### config.mk
export PLATFORM = sky130hd
export DESIGN_NAME = keypad_scanner
export DESIGN_NICKNAME = d
export VERILOG_FILES = /design/src/rtl/keypad_pkg.sv /design/src/rtl/keypad_key_slot.sv /design/src/rtl/keypad_scanner.sv
export SDC_FILE = /design/constraint.sdc
export NUM_CORES = 1
export LEC_CHECK = 0
export ABC_CLOCK_PERIOD_IN_PS = 2050
export CORE_MARGIN = 1.5
export CORE_UTILIZATION = 45
export DETAILED_ROUTE_END_ITERATION = 8
export PLACE_DENSITY = 0.79
export SLEW_MARGIN = 20
export SYNTH_ARGS = -nofsm -noshare
export SYNTH_HDL_FRONTEND = slang
export SYNTH_HIERARCHICAL = 1
export SYNTH_SLANG_ARGS = --single-unit
### constraint.sdc
create_clock -name clk -period 2.05 [get_ports clk]
set_input_delay 0.205 -clock clk [delete_from_list [all_inputs] [get_ports clk]]
set_output_delay 0.205 -clock clk [all_outputs]
set_load 0.1 [all_outputs]
### src/rtl/keypad_pkg.sv
// Shared types and helpers for the 4x4 keypad column scanner.
// Latency: n/a (declarations only).
// Backpressure: n/a.
package keypad_pkg;

    // Scanner phases: wait for rows to settle, sample once, hold until release.
    typedef enum logic [1:0] {
        SETTLE = 2'd0,
        SAMPLE = 2'd1,
        HELD   = 2'd2
    } scan_state_t;

    // Width of a key code covering every matrix position.
    function automatic int key_w_f(input int n_rows, input int n_cols);
        return (n_rows * n_cols > 1) ? $clog2(n_rows * n_cols) : 1;
    endfunction

    // Width of the counter shared by the settle and release phases.
    function automatic int cnt_w_f(input int settle_cyc, input int rel_cyc);
        int m;
        m = (settle_cyc > rel_cyc) ? settle_cyc : rel_cyc;
        return $clog2(m + 1);
    endfunction

    localparam int DFLT_KEY_W = 4;

    // Calculator legend, code = row*4 + col:
    //   row0: 1 2 3 +   row1: 4 5 6 -   row2: 7 8 9 *   row3: C 0 = /
    localparam logic [DFLT_KEY_W-1:0] KEY_1   = 4'd0;
    localparam logic [DFLT_KEY_W-1:0] KEY_2   = 4'd1;
    localparam logic [DFLT_KEY_W-1:0] KEY_3   = 4'd2;
    localparam logic [DFLT_KEY_W-1:0] KEY_ADD = 4'd3;
    localparam logic [DFLT_KEY_W-1:0] KEY_4   = 4'd4;
    localparam logic [DFLT_KEY_W-1:0] KEY_5   = 4'd5;
    localparam logic [DFLT_KEY_W-1:0] KEY_6   = 4'd6;
    localparam logic [DFLT_KEY_W-1:0] KEY_SUB = 4'd7;
    localparam logic [DFLT_KEY_W-1:0] KEY_7   = 4'd8;
    localparam logic [DFLT_KEY_W-1:0] KEY_8   = 4'd9;
    localparam logic [DFLT_KEY_W-1:0] KEY_9   = 4'd10;
    localparam logic [DFLT_KEY_W-1:0] KEY_MUL = 4'd11;
    localparam logic [DFLT_KEY_W-1:0] KEY_CLR = 4'd12;
    localparam logic [DFLT_KEY_W-1:0] KEY_0   = 4'd13;
    localparam logic [DFLT_KEY_W-1:0] KEY_EQ  = 4'd14;
    localparam logic [DFLT_KEY_W-1:0] KEY_DIV = 4'd15;

endpackage

### src/rtl/keypad_key_slot.sv
// One-entry key output register with valid/ready handshake and sticky overflow.
// Latency: event on an edge appears on key_code/key_valid right after that edge.
// Backpressure: while full and not accepted, new events are dropped and ovf is set.
module keypad_key_slot
    import keypad_pkg::*;
#(
    parameter int KEY_W = DFLT_KEY_W
)(
    input  logic             clk,
    input  logic             rst_n,
    input  logic             evt_vld,
    input  logic [KEY_W-1:0] evt_code,
    input  logic             key_ready,
    input  logic             ovf_clr,
    output logic [KEY_W-1:0] key_code,
    output logic             key_valid,
    output logic             ovf
);

    logic accept;
    logic load;
    logic drop;

    // A slot freed by this edge's handshake may take the new event on the same edge.
    assign accept = key_valid && key_ready;
    assign load   = evt_vld && (!key_valid || key_ready);
    assign drop   = evt_vld && key_valid && !key_ready;

    // Slot contents: load a new code, otherwise retire on handshake; hold under backpressure.
    always_ff @(posedge clk or negedge rst_n) begin
        if (!rst_n) begin
            key_code  <= '0;
            key_valid <= 1'b0;
        end else if (load) begin
            key_code  <= evt_code;
            key_valid <= 1'b1;
        end else if (accept) begin
            key_valid <= 1'b0;
        end
    end

    // Sticky overflow; a new drop outranks a coincident clear.
    always_ff @(posedge clk or negedge rst_n) begin
        if (!rst_n) begin
            ovf <= 1'b0;
        end else if (drop) begin
            ovf <= 1'b1;
        end else if (ovf_clr) begin
            ovf <= 1'b0;
        end
    end

endmodule

### src/rtl/keypad_scanner.sv
// Column-scanning controller for a key matrix fed by debounced row lines.
// Latency: key code valid one edge after the sample cycle; 9 cycles per column idle.
// Backpressure: one-entry slot; events arriving while it is full are dropped (ovf).
module keypad_scanner
    import keypad_pkg::*;
#(
    parameter int  N_ROWS      = 4,
    parameter int  N_COLS      = 4,
    parameter int  SETTLE_CYC  = 8,
    parameter int  RELEASE_CYC = 4,
    localparam int KEY_W       = key_w_f(N_ROWS, N_COLS)
)(
    input  logic              clk,
    input  logic              rst_n,
    input  logic [N_ROWS-1:0] row_i,
    output logic [N_COLS-1:0] col_o,
    output logic [KEY_W-1:0]  key_code,
    output logic              key_valid,
    input  logic              key_ready,
    input  logic              ovf_clr,
    output logic              ovf
);

    localparam int CNT_W  = cnt_w_f(SETTLE_CYC, RELEASE_CYC);
    localparam int COL_W  = (N_COLS > 1) ? $clog2(N_COLS) : 1;
    localparam int ROW_W  = (N_ROWS > 1) ? $clog2(N_ROWS) : 1;
    localparam int NSET_W = $clog2(N_ROWS + 1);

    localparam logic [CNT_W-1:0]  SETTLE_LOAD = CNT_W'(SETTLE_CYC - 1);
    localparam logic [CNT_W-1:0]  REL_LAST    = CNT_W'(RELEASE_CYC - 1);
    localparam logic [COL_W-1:0]  COL_LAST    = COL_W'(N_COLS - 1);
    localparam logic [N_COLS-1:0] COL_FIRST   = N_COLS'(1);

    scan_state_t       state;
    logic [CNT_W-1:0]  cnt;
    logic [COL_W-1:0]  col_idx;
    logic [ROW_W-1:0]  row_idx;
    logic [NSET_W-1:0] n_set;
    logic              evt_vld;
    logic [KEY_W-1:0]  evt_code;

    // Count active rows and locate the (last) active one; only used when exactly one is set.
    always_comb begin
        n_set   = '0;
        row_idx = '0;
        for (int r = 0; r < N_ROWS; r++) begin
            if (row_i[r]) begin
                n_set   = n_set + NSET_W'(1);
                row_idx = ROW_W'(r);
            end
        end
    end

    assign evt_vld  = (state == SAMPLE) && (n_set == NSET_W'(1));
    assign evt_code = KEY_W'(row_idx) * KEY_W'(N_COLS) + KEY_W'(col_idx);

    // Scan FSM: settle on a column, sample once, hold the column until the rows stay quiet.
    always_ff @(posedge clk or negedge rst_n) begin
        if (!rst_n) begin
            state   <= SETTLE;
            cnt     <= SETTLE_LOAD;
            col_idx <= '0;
            col_o   <= COL_FIRST;
        end else begin
            unique case (state)
                SETTLE: begin
                    if (cnt == '0) begin
                        state <= SAMPLE;
                    end else begin
                        cnt <= cnt - CNT_W'(1);
                    end
                end
                SAMPLE: begin
                    if (n_set == '0) begin
                        col_idx <= (col_idx == COL_LAST) ? '0 : col_idx + COL_W'(1);
                        col_o   <= {col_o[N_COLS-2:0], col_o[N_COLS-1]};
                        cnt     <= SETTLE_LOAD;
                        state   <= SETTLE;
                    end else begin
                        // One key or a ghost/multi-press: either way wait for release.
                        cnt   <= '0;
                        state <= HELD;
                    end
                end
                HELD: begin
                    if (row_i != '0) begin
                        cnt <= '0;
                    end else if (cnt == REL_LAST) begin
                        col_idx <= (col_idx == COL_LAST) ? '0 : col_idx + COL_W'(1);
                        col_o   <= {col_o[N_COLS-2:0], col_o[N_COLS-1]};
                        cnt     <= SETTLE_LOAD;
                        state   <= SETTLE;
                    end else begin
                        cnt <= cnt + CNT_W'(1);
                    end
                end
                default: begin
                    state <= SETTLE;
                    cnt   <= SETTLE_LOAD;
                end
            endcase
        end
    end

    keypad_key_slot #(
        .KEY_W (KEY_W)
    ) u_slot (
        .clk       (clk),
        .rst_n     (rst_n),
        .evt_vld   (evt_vld),
        .evt_code  (evt_code),
        .key_ready (key_ready),
        .ovf_clr   (ovf_clr),
        .key_code  (key_code),
        .key_valid (key_valid),
        .ovf       (ovf)
    );

endmodule

# Word level (Yosys, flattened, before mapping)
# Cells that the tools add are included.
[word_totals] register_bits=18 input_bits=8 out_inout_bits=10 elab_cells=71
[op_classes] n_addsub=7 n_eq_ne=10 mux=30 n_reduce_logical=17
[ops] cell="4-bit two-way mux" count=6
[ops] cell="2-bit two-way mux" count=10
[ops] cell="3-bit two-way mux" count=4
[ops] cell="4-bit case mux with 3 select lines" count=1
[ops] cell="3-bit by 1-bit adder with 3-bit output (second input constant)" count=3
[ops] cell="2-bit inequality test (second input constant)" count=4
[ops] cell="4-bit case mux with 2 select lines" count=1
[ops] cell="1-bit two-way mux" count=6
[ops] cell="2-bit case mux with 3 select lines" count=1
[ops] cell="2-bit nonzero test" count=3
[ops] cell="1-bit logical AND" count=5
[ops] cell="4-bit by 1-bit adder with 4-bit output (second input constant)" count=1
[ops] cell="4-bit by 2-bit adder with 4-bit output" count=1
[ops] cell="2-bit == test (second input constant)" count=2
[ops] cell="4-bit by 2-bit == test with 1-bit output (second input constant)" count=1
[ops] cell="4-bit zero test" count=1
[ops] cell="2-bit case mux with 2 select lines" count=1
[ops] cell="4-bit AND reduction" count=1
[ops] cell="4-bit nonzero test" count=1
[ops] cell="4-bit by 1-bit subtractor with 4-bit output (second input constant)" count=1
[ops] cell="3-bit by 1-bit == test with 1-bit output (second input constant)" count=1
[ops] cell="3-bit zero test" count=1
[ops] cell="3-bit AND reduction" count=1
[ops] cell="2-bit by 1-bit adder with 2-bit output (second input constant)" count=1
[ops] cell="5 further kinds" count=6

# Depth between registers and ports, before layout
[depth] ltp_word=12 mapped_depth=11 ltp_nobuf=11

# Cells and area by module
# Netlist, hierarchy kept.
[by_module_without_submodules] mod="keypad_scanner" instances=1 cells_each=94 area_each_um2=924.6 seq_area_each_um2=305.3
[by_module_without_submodules] mod="keypad_key_slot" instances=1 cells_each=16 area_each_um2=252.7 seq_area_each_um2=150.1

# Worst setup path before layout
# No wires, ideal clock.
[synth_timing] kind="input to register" from="input port row_i[0]" to="register u_slot.key_code[0]" setup_time_ns=0.125 arrival_time_ns=2.002 required_ns=1.925 slack_ns=-0.078 cell_stages=11 n_path_buf=0 cell_sequence="inv_1 ha_1 nor2b_1 or2_2 ha_1 nand2b_1 o31ai_4 nand2_1 nor2_1 nand2_4 mux2_4"
[synth_between] elab_chain_cells=10
[synth_lines] element="start, declared" line_no="keypad_scanner.sv:15" rtl="input logic [N_ROWS-1:0] row_i,"
[synth_lines] element="1-bit two-way mux (*)" line_no="keypad_scanner.sv:47" rtl="if (row_i[r]) begin"
[synth_lines] element="3-bit by 1-bit adder with 3-bit output" line_no="keypad_scanner.sv:48" rtl="n_set = n_set + NSET_W'(1);"
[synth_lines] element="3-bit two-way mux (*)" line_no="keypad_scanner.sv:47"
[synth_lines] element="3-bit by 1-bit adder with 3-bit output" line_no="keypad_scanner.sv:48"
[synth_lines] element="3-bit two-way mux (*)" line_no="keypad_scanner.sv:47"
[synth_lines] element="3-bit by 1-bit adder with 3-bit output" line_no="keypad_scanner.sv:48"
[synth_lines] element="3-bit two-way mux (*)" line_no="keypad_scanner.sv:47"
[synth_lines] element="3-bit by 1-bit == test with 1-bit output (*)" line_no="keypad_scanner.sv:54" rtl="assign evt_vld = (state == SAMPLE) && (n_set == NSET_W'(1));"
[synth_lines] element="1-bit logical AND (*)" line_no="keypad_scanner.sv:54"
[synth_lines] element="via evt_vld" line_no="keypad_scanner.sv:39" rtl="logic evt_vld;"
[synth_lines] element="1-bit logical AND (*)" line_no="keypad_key_slot.sv:26" rtl="assign load = evt_vld && (!key_valid || key_ready);"
[synth_lines] element="end signal, assigned" line_no="keypad_key_slot.sv:35" rtl="key_code <= evt_code;"
[synth_lines] element="end, declared" line_no="keypad_key_slot.sv:15" rtl="output logic [KEY_W-1:0] key_code,"
# Mark *: on every way through the listed nets, which the timed path passes. The rest lies on a longest branch.
# A chain may end at the register's enable or synchronous reset.

# Worst setup path after layout
[layout_timing] from="register cnt[1]" to="register col_o[2]"
[layout_between] elab_chain_cells=3
[layout_lines] element="start, declared" line_no="keypad_scanner.sv:35" rtl="logic [CNT_W-1:0] cnt;"
[layout_lines] element="start signal, assigned" line_no="keypad_scanner.sv:70" rtl="cnt <= cnt - CNT_W'(1);"
[layout_lines] element="start signal, assigned" line_no="keypad_scanner.sv:94" rtl="cnt <= cnt + CNT_W'(1);"
[layout_lines] element="4-bit by 2-bit == test with 1-bit output" line_no="keypad_scanner.sv:88" rtl="end else if (cnt == REL_LAST) begin"
[layout_lines] element="2-bit inequality test (no line)"
[layout_lines] element="4-bit AND reduction (no line)"
[layout_lines] element="end signal, assigned" line_no="keypad_scanner.sv:76" rtl="col_o <= {col_o[N_COLS-2:0], col_o[N_COLS-1]};"
[layout_lines] element="end signal, assigned" line_no="keypad_scanner.sv:90" rtl="col_o <= {col_o[N_COLS-2:0], col_o[N_COLS-1]};"
[layout_lines] element="end, declared" line_no="keypad_scanner.sv:16" rtl="output logic [N_COLS-1:0] col_o,"
# No other way between the ends.

==> metrics.cfg <==
[timing]
fmaxAchievable_mhz = 514
fin_hold_ws_ps = 371
tightest_slew_ps = 787
fin_crit_ps = 1950
rsz0062_at_grt = false
slew_viol_final = 0
report.final.hold_viol_count = 0
final.period_utilization_pct = 94.9
setup_viol = 0
finalClockSkew_ps = 6.25
maxSlewHeadroom_pct = 47.4

[clock_tree]
clock_latency_ps = 280
clockBufferDepth = 2
hold_buffers = 0
clk_pin_slew_ps = 100
cts_tree = yes
ctsRootBufferMaster = clkbuf_4
cts_sinks = 18
cts_buffers = 3
h-tree-depth = 1

[setup_path]
critPathMaxStageDelay_ps = 600
cp_num_buf_inv = 1
path_max_fanout = 6
cp-start-kind = register
crit_arrival_ps = 2110
endpoint_kind = register
cp_cell_sequence = ha_1, nor3b_1, and3_1, a31oi_4, buf_12, mux2_4
required_ps = 2220
crit_family = flip-flops
slowest_stage = dfstp_2
worst-setup-path-type = reg -> reg

[synthesis]
synth-simple-area-share_pct = 20.1
ys_ff_latch = 18
synth.cell_area_um2 = 1180
synthXorXnorAreaFrac_pct = 3.51
yosysTopAreaCellShare_pct = 29.8
yosys.area_share.adder_pct = 6.38
ys_seq_area_share_pct = 38.7
ys_types = 40
yosys.area.top_type = dfrtp_1
synth_area_leaders = dfrtp_1 (30%), dfstp_2 (8.9%), ha_1 (6.4%), mux2_2 (5.7%), mux2_4 (5.1%)
synth_top_family_by_area = simple AND/OR/NAND/NOR gates
synth_edf_count = 0
synth_flop_cell = dfrtp_1
synth_async_sr_flop_share_pct = 100
yosys_warnings = 6
syn_area_per_cell_um2 = 10.7
muxShareOfSynthArea_pct = 10.8
synth_compound_area_share_pct = 15.9
synth_fp_nets = 124
synthCells = 110

[power]
leakagePower_nw = 0.758
peakVddDrop_mv = 0.703
finalPower_mw = 1.66
power_density_nw_per_um2 = 1070

[routing]
drt-total-wl_um = 2460
drt_iter0_drc = 11
drtAntennaViolNets = 0
vias = 921
routedWlPerCell_um = 14.4
via_per_inst = 5.42
drc = 0
drt_first_pass_iters = 4

[final_layout]
syn_to_final_growth_pct = 31.8
final_nets = 155
seqCellArea_um2 = 455
drive_above_1_share_pct = 42.9
final_core_util_pct = 62.6
n_antenna_cell = 0
n_fill_cell = 202
multi_input_area_um2 = 753

[global_routing]
grt_max_degree = 19
grt_pass1_wl_um = 3980
grt-ovfl-total = 0
antenna_found_initial = 0
grt_use_total_pct = 19.1
grt_pass1_vias = 917

[placement]
port_buffers = 17
place_hpwl_um = 1950
gp_congestion = 0.724

[run]
maxCapViolations = 0

[floorplan]
start_util_pct = 47.5
fp.coreArea_um2 = 2480
die_area_um2 = 2930
ios = 18
num_rows = 18
die_h_um = 54.2
die_x_um = 54.2

[worst_hold_path]
hp-class = in -> async

[outcome]
status = finished, final reports clean

[registers in the layout, indices dropped and copies added, names as in the netlist]
| signal | count |
|---|---|
| state | 2 |
| col_o | 4 |
| u_slot/ovf | 1 |
| col_idx | 2 |
| u_slot/key_code | 4 |
| cnt | 4 |
| u_slot/key_valid | 1 |
[through the flow]
| step | area [um^2] | setup WS [ps] | TNS, ps | cells |
|---|---|---|---|---|
| global route | 1550 | 16.9 | 0 | 170 |
| finish | 1550 | 105 | 0 | 170 |
| CTS | 1520 | 6.52 | 0 | 169 |
| global placement | 1450 | -466 | -6540 | 164 |
| floorplan | 1220 | 16.1 | 0 | 110 |
| detailed placement | 1450 | -562 | -7720 | 164 |
[worst paths after layout]
| check | end | cells past startpoint | slack, ps | start |
|---|---|---|---|---|
| max reg2reg | col_o[2] | 6 | 100 | cnt[1] |
| min in group clk | u_slot/key_code[2] | 3 | 450 | row_i[1] |
| min | u_slot/key_code[1] | 1 | 370 | rst_n |
| min reg2reg | u_slot/key_code[1] | 1 | 530 | u_slot/key_code[1] |
| max in group asynchronous | col_o[1] | 1 | 1190 | rst_n |
| max | col_o[2] | 6 | 100 | cnt[1] |
[routing by layer]
layer | vias to the layer above | wire length (um) | GRT usage, %
met5 | - | 0 | 0
met4 | 0 | 27 | 8.75
met3 | 2 | 73 | 0.833
met2 | 23 | 1340 | 36.5
met1 | 442 | 1010 | 21.3
li1 | 454 | - | -
[cell families (layout without fill, tap and decap cells)]
logic type	Yosys count	count (layout)
AND/OR/NAND/NOR	39	39
AO/OA/AOI/OAI	22	22
flip-flops	18	18
buffers and inverters	12	42
multiplexers	10	10
adder cells (fa/ha/maj)	6	6
XOR/XNOR	3	3
[cells in the mapped netlist (2+ instances only)]
master / n
nand2b_1: 2
a21o_1: 2
a21oi_1: 2
mux2_2: 6
o311ai_0: 2
or2_2: 2
dfrtp_1: 14
ha_1: 6
o22ai_1: 2
o221a_2: 2
nor3b_1: 2
and2_1: 2
nand2_1: 9
nand3_1: 3
mux2_4: 4
inv_1: 10
nor2_1: 7
dfstp_2: 4
o21ai_0: 5
nor2b_1: 2
and3_1: 3
[cells in the final DEF (no fill, tap or decap), types with 4 or more instances in the layout]
master	n
nand2_1	8
mux2_4	8
buf_4	19
dfstp_2	4
dfrtp_1	14
nor2_1	6
clkdlybuf4s50_1	4
inv_1	9
[worst register-to-register path, stage by stage, from the launching register on]
cell and delay [ps]:
dfstp_2 600, ha_1 200, nor3b_1 250, and3_1 290, a31oi_4 60, buf_12 160
mux2_4 300
[layout make-up]
class | instances | share of cell area (%)
Multi-Input combinational cell | 80 | 48.5
Sequential cell | 18 | 29.4
Clock buffer | 4 | 1.69
Inverter | 10 | 2.42
Tap cell | 30 | 2.42
Timing Repair Buffer | 28 | 15.6
[power breakdown]
group,total [mW],internal [mW],switching (mW)
logic,0.863,0.378,0.484
clock network,0.176,0.0754,0.101
registers,0.617,0.480,0.137
[timing repair]
item,in CTS,in global routing
setup endpoints to repair,14,13
pin swaps,3,4
gates cloned,0,0
resized for setup,10,9
buffers inserted,1,1
(Power assumes the default switching activity.)
